--- src/rtl/spi_slave_regfile.sv ---
// SPI mode-0 slave fronting a 2^ADDR_W x 8 register file, with a local write-strobe bus and read port.
// Define SPI_SLAVE_WRPROT_EN to make address 0 a read-only ID register (0xA5).
module spi_slave_regfile #(
  parameter int ADDR_W = 4
) (
  input  logic              clk_i,
  input  logic              rst_i,
  input  logic              ss_n_i,
  input  logic              sck_i,
  input  logic              mosi_i,
  output logic              miso_o,
  output logic              busy_o,
  output logic              wr_stb_o,
  output logic [ADDR_W-1:0] wr_addr_o,
  output logic [7:0]        wr_dat_o,
  output logic              frame_o,
  input  logic [ADDR_W-1:0] rd_addr_i,
  output logic [7:0]        rd_dat_o
);
  localparam int DEPTH = 1 << ADDR_W;
  localparam logic [ADDR_W-1:0] ADDR_ONE  = ADDR_W'(1);
  localparam logic [ADDR_W-1:0] ADDR_ZERO = {ADDR_W{1'b0}};
`ifdef SPI_SLAVE_WRPROT_EN
  localparam bit WRPROT = 1'b1;
`else
  localparam bit WRPROT = 1'b0;
`endif

  typedef enum logic [1:0] {ST_IDLE = 2'd0, ST_CMD = 2'd1, ST_WR = 2'd2, ST_RD = 2'd3} state_e;

  logic [2:0]        ss_sync_q;
  logic [2:0]        sck_sync_q;
  logic [1:0]        mosi_sync_q;
  logic              ss_fall_s, ss_high_s, sck_rise_s, sck_fall_s, byte_done_s;
  logic [7:0]        rx_byte_s;
  logic [ADDR_W-1:0] cmd_addr_s;

  state_e            state_q, state_d;
  logic [2:0]        bitcnt_q, bitcnt_d;
  logic [7:0]        rxsr_q, rxsr_d, txsr_q, txsr_d;
  logic [ADDR_W-1:0] addr_q, addr_d, wr_addr_q, wr_addr_d;
  logic [7:0]        wr_dat_q, wr_dat_d, rd_dat_q;
  logic              miso_q, miso_d, busy_q, busy_d, wr_stb_q, wr_stb_d, frame_q, frame_d;
  logic [7:0]        regfile_q [DEPTH];

  function automatic logic [7:0] rf_read(input logic [ADDR_W-1:0] a);
    if (WRPROT && a == ADDR_ZERO) begin
      return 8'hA5;
    end else begin
      return regfile_q[a];
    end
  endfunction

  // ss_n resets low so a select already held low across reset is not mistaken for a fresh fall
  assign ss_fall_s   = ss_sync_q[2] & ~ss_sync_q[1];
  assign ss_high_s   = ss_sync_q[1];
  assign sck_rise_s  = sck_sync_q[1] & ~sck_sync_q[2];
  assign sck_fall_s  = ~sck_sync_q[1] & sck_sync_q[2];
  assign rx_byte_s   = {rxsr_q[6:0], mosi_sync_q[1]};
  assign byte_done_s = sck_rise_s && (bitcnt_q == 3'd7);
  assign cmd_addr_s  = rx_byte_s[ADDR_W-1:0];
  assign busy_d      = (state_d != ST_IDLE);

  always_ff @(posedge clk_i or posedge rst_i) begin
    if (rst_i) begin
      ss_sync_q   <= 3'b000;
      sck_sync_q  <= 3'b000;
      mosi_sync_q <= 2'b00;
    end else begin
      ss_sync_q   <= {ss_sync_q[1:0], ss_n_i};
      sck_sync_q  <= {sck_sync_q[1:0], sck_i};
      mosi_sync_q <= {mosi_sync_q[0], mosi_i};
    end
  end

  always_comb begin
    state_d   = state_q;
    bitcnt_d  = bitcnt_q;
    rxsr_d    = rxsr_q;
    txsr_d    = txsr_q;
    addr_d    = addr_q;
    miso_d    = miso_q;
    wr_stb_d  = 1'b0;
    wr_addr_d = wr_addr_q;
    wr_dat_d  = wr_dat_q;
    frame_d   = 1'b0;
    if (state_q != ST_IDLE && ss_high_s) begin
      state_d = ST_IDLE;
      frame_d = 1'b1;
      miso_d  = 1'b0;
    end else begin
      if (state_q != ST_IDLE && sck_rise_s) begin
        rxsr_d   = rx_byte_s;
        bitcnt_d = bitcnt_q + 3'd1;
      end else begin
        rxsr_d = rxsr_q;
      end
      case (state_q)
        ST_IDLE: begin
          miso_d = 1'b0;
          if (ss_fall_s) begin
            state_d  = ST_CMD;
            bitcnt_d = 3'd0;
          end else begin
            state_d = ST_IDLE;
          end
        end
        ST_CMD: begin
          if (byte_done_s) begin
            if (rx_byte_s[7]) begin
              addr_d  = cmd_addr_s;
              state_d = ST_WR;
            end else begin
              txsr_d  = rf_read(cmd_addr_s);
              addr_d  = cmd_addr_s + ADDR_ONE;
              state_d = ST_RD;
            end
          end else begin
            state_d = ST_CMD;
          end
        end
        ST_WR: begin
          if (byte_done_s) begin
            addr_d = addr_q + ADDR_ONE;
            if (WRPROT && addr_q == ADDR_ZERO) begin
              wr_stb_d = 1'b0;
            end else begin
              wr_stb_d  = 1'b1;
              wr_addr_d = addr_q;
              wr_dat_d  = rx_byte_s;
            end
          end else begin
            addr_d = addr_q;
          end
        end
        ST_RD: begin
          if (byte_done_s) begin
            txsr_d = rf_read(addr_q);
            addr_d = addr_q + ADDR_ONE;
          end else if (sck_fall_s) begin
            miso_d = txsr_q[7];
            txsr_d = {txsr_q[6:0], 1'b0};
          end else begin
            txsr_d = txsr_q;
          end
        end
        default: state_d = ST_IDLE;
      endcase
    end
  end

  always_ff @(posedge clk_i or posedge rst_i) begin
    if (rst_i) begin
      state_q   <= ST_IDLE;
      bitcnt_q  <= 3'd0;
      rxsr_q    <= 8'h00;
      txsr_q    <= 8'h00;
      addr_q    <= ADDR_ZERO;
      miso_q    <= 1'b0;
      busy_q    <= 1'b0;
      wr_stb_q  <= 1'b0;
      wr_addr_q <= ADDR_ZERO;
      wr_dat_q  <= 8'h00;
      frame_q   <= 1'b0;
    end else begin
      state_q   <= state_d;
      bitcnt_q  <= bitcnt_d;
      rxsr_q    <= rxsr_d;
      txsr_q    <= txsr_d;
      addr_q    <= addr_d;
      miso_q    <= miso_d;
      busy_q    <= busy_d;
      wr_stb_q  <= wr_stb_d;
      wr_addr_q <= wr_addr_d;
      wr_dat_q  <= wr_dat_d;
      frame_q   <= frame_d;
    end
  end

  // Storage and local read port; a read of an address written this cycle returns the new value next cycle
  always_ff @(posedge clk_i or posedge rst_i) begin
    if (rst_i) begin
      for (int i = 0; i < DEPTH; i++) begin
        regfile_q[i] <= 8'h00;
      end
      rd_dat_q <= 8'h00;
    end else begin
      if (wr_stb_d) begin
        regfile_q[wr_addr_d] <= wr_dat_d;
      end
      rd_dat_q <= rf_read(rd_addr_i);
    end
  end

  assign miso_o    = miso_q;
  assign busy_o    = busy_q;
  assign wr_stb_o  = wr_stb_q;
  assign wr_addr_o = wr_addr_q;
  assign wr_dat_o  = wr_dat_q;
  assign frame_o   = frame_q;
  assign rd_dat_o  = rd_dat_q;
endmodule

--- config.mk ---
export PLATFORM = sky130hd
export DESIGN_NAME = spi_slave_regfile
export DESIGN_NICKNAME = d
export VERILOG_FILES = /design/src/rtl/spi_slave_regfile.sv
export SDC_FILE = /design/constraint.sdc
export NUM_CORES = 1
export LEC_CHECK = 0
export BUFFER_PORTS_ARGS = -buffer_cell sky130_fd_sc_hd__buf_2
export CORE_MARGIN = 1.5
export CORE_UTILIZATION = 33
export CTS_BUF_LIST = sky130_fd_sc_hd__clkbuf_8
export DETAILED_ROUTE_END_ITERATION = 8
export PLACE_DENSITY = 0.54
export SLEW_MARGIN = 20
export SYNTH_ARGS = -nofsm -noshare
export SYNTH_HDL_FRONTEND = slang
export SYNTH_SLANG_ARGS = --single-unit
--- constraint.sdc ---
create_clock -name clk_i -period 13.2 [get_ports clk_i]
set_clock_uncertainty 0.05 [all_clocks]
set_input_delay 1.32 -clock clk_i [delete_from_list [all_inputs] [get_ports clk_i]]
set_output_delay 1.32 -clock clk_i [all_outputs]
set_load 0.005 [all_outputs]
* Word level (Yosys, flattened, before mapping)
Cells that the tools add are included.
** Storage, ports and cells
- Flip-flop bits (word level) :: 184
- Bits of input ports :: 9
- Output and inout port bits :: 24
- Word-level logic and storage cells :: 118
** Operators by class
- Add/sub/neg operators :: 3
- Order comparisons :: 5
- Eq/ne operators :: 10
- Mux-type cells :: 43
- Bitwise gates (word level) :: 11
- Reduce and logical (&&, ||, !) cells :: 15
** Operators with widths (number)
- $bwmux 128 :: 1
- $mux 8 :: 14
- $bmux 8 s4 :: 3
- $demux 8 s4 :: 1
- $mux 4 :: 6
- $ge 5x5->1 const B :: 4
- $not 4->5 :: 4
- $pmux 8 s2 :: 1
- $mux 1 :: 9
- $mux 3 :: 3
- $ne 3x3->1 const B :: 3
- $add 4x1->4 const B :: 2
- $pmux 4 s2 :: 1
- $reduce_bool 2->1 :: 4
- $lt 5x1->1 const B :: 1
- $reduce_and 5->1 :: 1
- $eq 2x2->1 const B :: 2
- $logic_and 1x1->1 :: 4
- $mux 2 :: 2
- $ne 2x2->1 const B :: 2
- $not 1->1 :: 4
- $pmux 2 s2 :: 1
- $reduce_and 4->1 :: 1
- $add 3x1->3 const B :: 1
- other kinds (10) :: 12

* Logic depth before layout (Yosys ltp)
- Depth after elaboration :: 12
- Depth in mapped cells :: 10
- Gate-level depth less buffers :: 7

* Least setup slack after synthesis
No wires, ideal clock.
- Path kind :: input to register
- Start point :: in rd_addr_i[0]
- End point :: reg rd_dat_q[0] (netlist: rd_dat_o[0])
- Library setup time :: 0.138 ns
- Data arrival time :: 2.810 ns
- Required time :: 13.012 ns
- Path slack :: 10.202 ns
- Stages on the path :: 4
- Path buffers :: 2
- Cell sequence :: clkbuf_1 buf_2 mux4_2 mux4_2
** Between the ends
- Cells in the longest elaborated chain, start to end :: 4
** Ends and longest elaborated chain
- from (decl) :: RTL line 17 : input logic [ADDR_W-1:0] rd_addr_i,
- $not 4->5 (not written as such) :: RTL line 50 : return regfile_q[a];
- $bmux 8 s4 :: RTL line 50
- $mux 8 (not written as such) (2 in series) :: RTL line 50
- to (signal assigned) :: RTL line 191 : rd_dat_q <= rf_read(rd_addr_i);
- to (decl) :: RTL line 42 : logic [7:0] wr_dat_q, wr_dat_d, rd_dat_q;
No other way between the ends. The select of a mux whose other input is x is not followed.
A chain may end at the register's enable or synchronous reset.

* Final worst setup path
- Start point :: reg bitcnt_q[0]
- End point :: reg regfile_q[113] in the netlist's numbering
** Between the ends
- Cells in the longest elaborated chain, start to end :: 11
- Elaborated cells between the ends (all ways) :: 18
- Those cells by class :: order compare: 2; eq/ne: 1; mux: 12; bitwise: 1; reduce/logical: 2
** Ends and longest elaborated chain
- from (decl) :: RTL line 39 : logic [2:0] bitcnt_q, bitcnt_d;
- from (signal assigned) :: RTL line 167 : bitcnt_q <= bitcnt_d;
- $eq 3x3->1 * :: RTL line 60 : assign byte_done_s = sck_rise_s && (bitcnt_q == 3'd7);
- $logic_and 1x1->1 * :: RTL line 60
- $mux 4 :: RTL line 123 : if (byte_done_s) begin
- $mux 4 :: RTL line 98 : case (state_q)
- $mux 4 :: RTL line 87 : if (state_q != ST_IDLE && ss_high_s) begin
- $not 4->5 (not written as such) :: RTL line 189 : regfile_q[wr_addr_d] <= wr_dat_d;
- $ge 5x5->1 (not written as such) or $lt 5x1->1 (tied branches) :: RTL line 189
- $logic_and 1x1->1 (not written as such) :: RTL line 189
- $mux 8 (not written as such) :: RTL line 189
- $demux 8 s4 :: RTL line 189
- $bwmux 128 :: RTL line 189
- to (signal, indexed assignment) :: RTL line 189
- to (decl) :: RTL line 44 : logic [7:0] regfile_q [DEPTH];
Mark *: on every way between the ends. The rest lies on a longest branch, timed or not.

==> out/results.tsv <==
metric	value	unit
Worst setup EP type	flip-flop	
# fillers	3015	
die area	0.0324	mm2
Leak	4.44	nW
gr ovfl total	0	
max-slew violations	0	
EDFF count, synth	0	
Post-Syn Area	0.0103	mm2
initial drt markers	599	
Vias	7000	
final worst path period share	0.282	
Worst Path Max Fanout	20	
CP Launch Type	flip-flop	
Hold Crit Class	flip-flop to flip-flop	
final WL	28500	um
critical path class	flip-flop to flip-flop	
CP cell instances	ha_1, ha_1, nand3b_2, nor4b_4, buf_4, mux2i_1, buf_4, o21ai_0	
maxcap violations	0	
Reg area	0.00461	mm2
antenna cells	0	
total CTS buffers	17	
async set-reset flop share out of synthesis	1.00	
most common cell in the netlist	dfrtp_1	
clock slew at the register clock pins of the worst setup and hold paths	0.10	ns
Place WS	9.51	ns
core area	0.0307	mm2
Critical Path RT	13.48	ns
area occupied by multi-input gates	0.00517	mm2
RSZ-0062 raised after global routing	no	
Finished Cell Area	0.0110	mm2
Starting Density	0.337	
latest clock arrival within the worst-skew pair	0.46	ns
CTS Sinks	184	
Net count, final	863	
syn_nets	865	
Pwr Total	1.05	mW
Final Wtd Congestion	0.796	
top cells by count, synth	184 x dfrtp_1, 138 x nand2_1, 102 x o21ai_0, 93 x mux4_2, 37 x mux2i_1	
final setup margin	9.48	ns
Total GRT Usage	0.184	
global-route wire length before repair	45200	um
die width	180	um
Max Clk Rate	269	MHz
CP max stage delay	0.75	ns
root buf cell	clkbuf_8	
CTS tree	built	
I/O pin count	33	
initial antenna violation count	0	
maximum vdd drop	0.0000623	V
Final Hold Vio Count	0	
Setup Viol. Count Final	0	
outcome	finished, final reports clean	
share of cells above drive strength 1	0.279	
first-pass iteration count of the detailed router	5	
Unique masters post-synth	53	
PostCTS Resize Cnt	0	
Tmin final	3.72	ns
# rows	64	
synthesized instance count	852	
IO Port Bufs	32	
htree depth	4	
setup_tns	0	ns
Avg Synthesized Cell Area	12.1	um2
critical path's slowest cell	nor4b_4	
Max Root-Sink Buffers	2	
Area growth syn-to-layout	6.88	%
placed inst area	0.0106	mm2
DP HPWL	17700	um
DRT antenna net count	0	
Routed wire per std cell	22.7	um
largest net degree at the start of global routing	114	
Synth top area share	0.446	
number of global-route vias before repair	7126	
Max-slew headroom	0.350	
pwr dens	95.3	mW/mm2
synth top area cells	dfrtp_1 45%, mux4_2 20%, nand2_1 5.0%	
sequential share of the synthesized area	0.446	
die height	180	um
worst hold slack	0.309	ns
Via density	5.56	
DRC violations left	0	
flops & latches, synth	184	
Synth area leader	dfrtp_1	
hold buffer count at cts	0	
Yosys warnings	0	
Most used DFF post-synth	dfrtp_1	
Slew @ Worst Pin	0.975	ns
critical path data arrival time	4.00	ns
Post-CTS Setup Repair Bufs	0	
-- registers in the layout, summed over array words and instances (netlist names), 2 cells and up --
name         cells
regfile_q      128
rxsr_q           7
ss_sync_q        3
wr_addr_o        4
rd_dat_o         8
bitcnt_q         3
txsr_q           8
sck_sync_q       3
state_q          2
mosi_sync_q      2
wr_dat_o         8
addr_q           4
-- cell type report --
cell class	instances	area share
Clock buffer	18	0.0224
Clock inverter	14	0.0134
Inverter	15	0.00578
Multi-Input combinational cell	581	0.469
Sequential cell	184	0.417
Tap cell	396	0.0449
Timing Repair Buffer	51	0.0274
-- path summary, 6_finish.rpt --
path,start,endpoint,slack (ns),cells after the start
max,bitcnt_q[0],regfile_q[113],9.48,8
min,mosi_sync_q[0],mosi_sync_q[1],0.31,0
max reg2reg,bitcnt_q[0],regfile_q[113],9.48,8
min reg2reg,mosi_sync_q[0],mosi_sync_q[1],0.31,0
max in group asynchronous,rst_i,addr_q[3],10.61,3
min in group asynchronous,rst_i,regfile_q[85],0.95,2
-- logic make-up (layout without fill, tap and decap cells) --
group           after synthesis  count (layout)  synth area share
compound gates              202             202             0.122
fa+ha+maj                     4               4           0.00485
xor+xnor                      4               4           0.00339
mux                         146             146             0.256
simple gates                225             225             0.115
flops                       184             184             0.446
buf+inv                      87              98            0.0532
-- metal layers --
| layer | global-route usage | share of wire | up-vias |
|---|---|---|---|
| met1 | 0.250 | 0.44 | 3565 |
| met5 | 0 | 0 | - |
| li1 | - | - | 3165 |
| met3 | 0.0302 | 0.062 | 43 |
| met2 | 0.299 | 0.47 | 227 |
| met4 | 0.0590 | 0.025 | 0 |
-- per-stage QoR --
step / cells / util
2_1_floorplan: 852 / -
3_3_place_gp: 1227 / 0.347
3_5_place_dp: 1227 / 0.347
4_1_cts: 1259 / 0.360
5_1_grt: 1259 / 0.360
6_report: 1259 / 0.360
-- cells in the final DEF (no fill, tap or decap), drive strengths merged, types with 5 or more instances in the layout --
cell type,count
a21oi,17
a22oi,19
and3,7
buf,51
clkbuf,18
clkinv,8
dfrtp,184
inv,17
mux2,16
mux2i,37
mux4,93
nand2,138
nand3,14
nor2,32
nor2b,8
nor3,8
o21ai,136
o31ai,5
-- power by group --
| group | switching (mW) | total [mW] | internal [mW] |
|---|---|---|---|
| Clock | 0.216 | 0.391 | 0.175 |
| Combinational | 0.0576 | 0.0833 | 0.0257 |
| Sequential | 0.0101 | 0.578 | 0.568 |
-- worst max-delay path, delay by kind of cell, from the launching register on --
family,cells,cell delay [ns]
flip-flops,1,0.39
adder cells (fa/ha/maj),2,0.33
AND/OR/NAND/NOR,2,1.09
buffers and inverters,2,0.86
AO/OA/AOI/OAI,1,0.11
multiplexers,1,0.73
(Power assumes the default switching activity.)
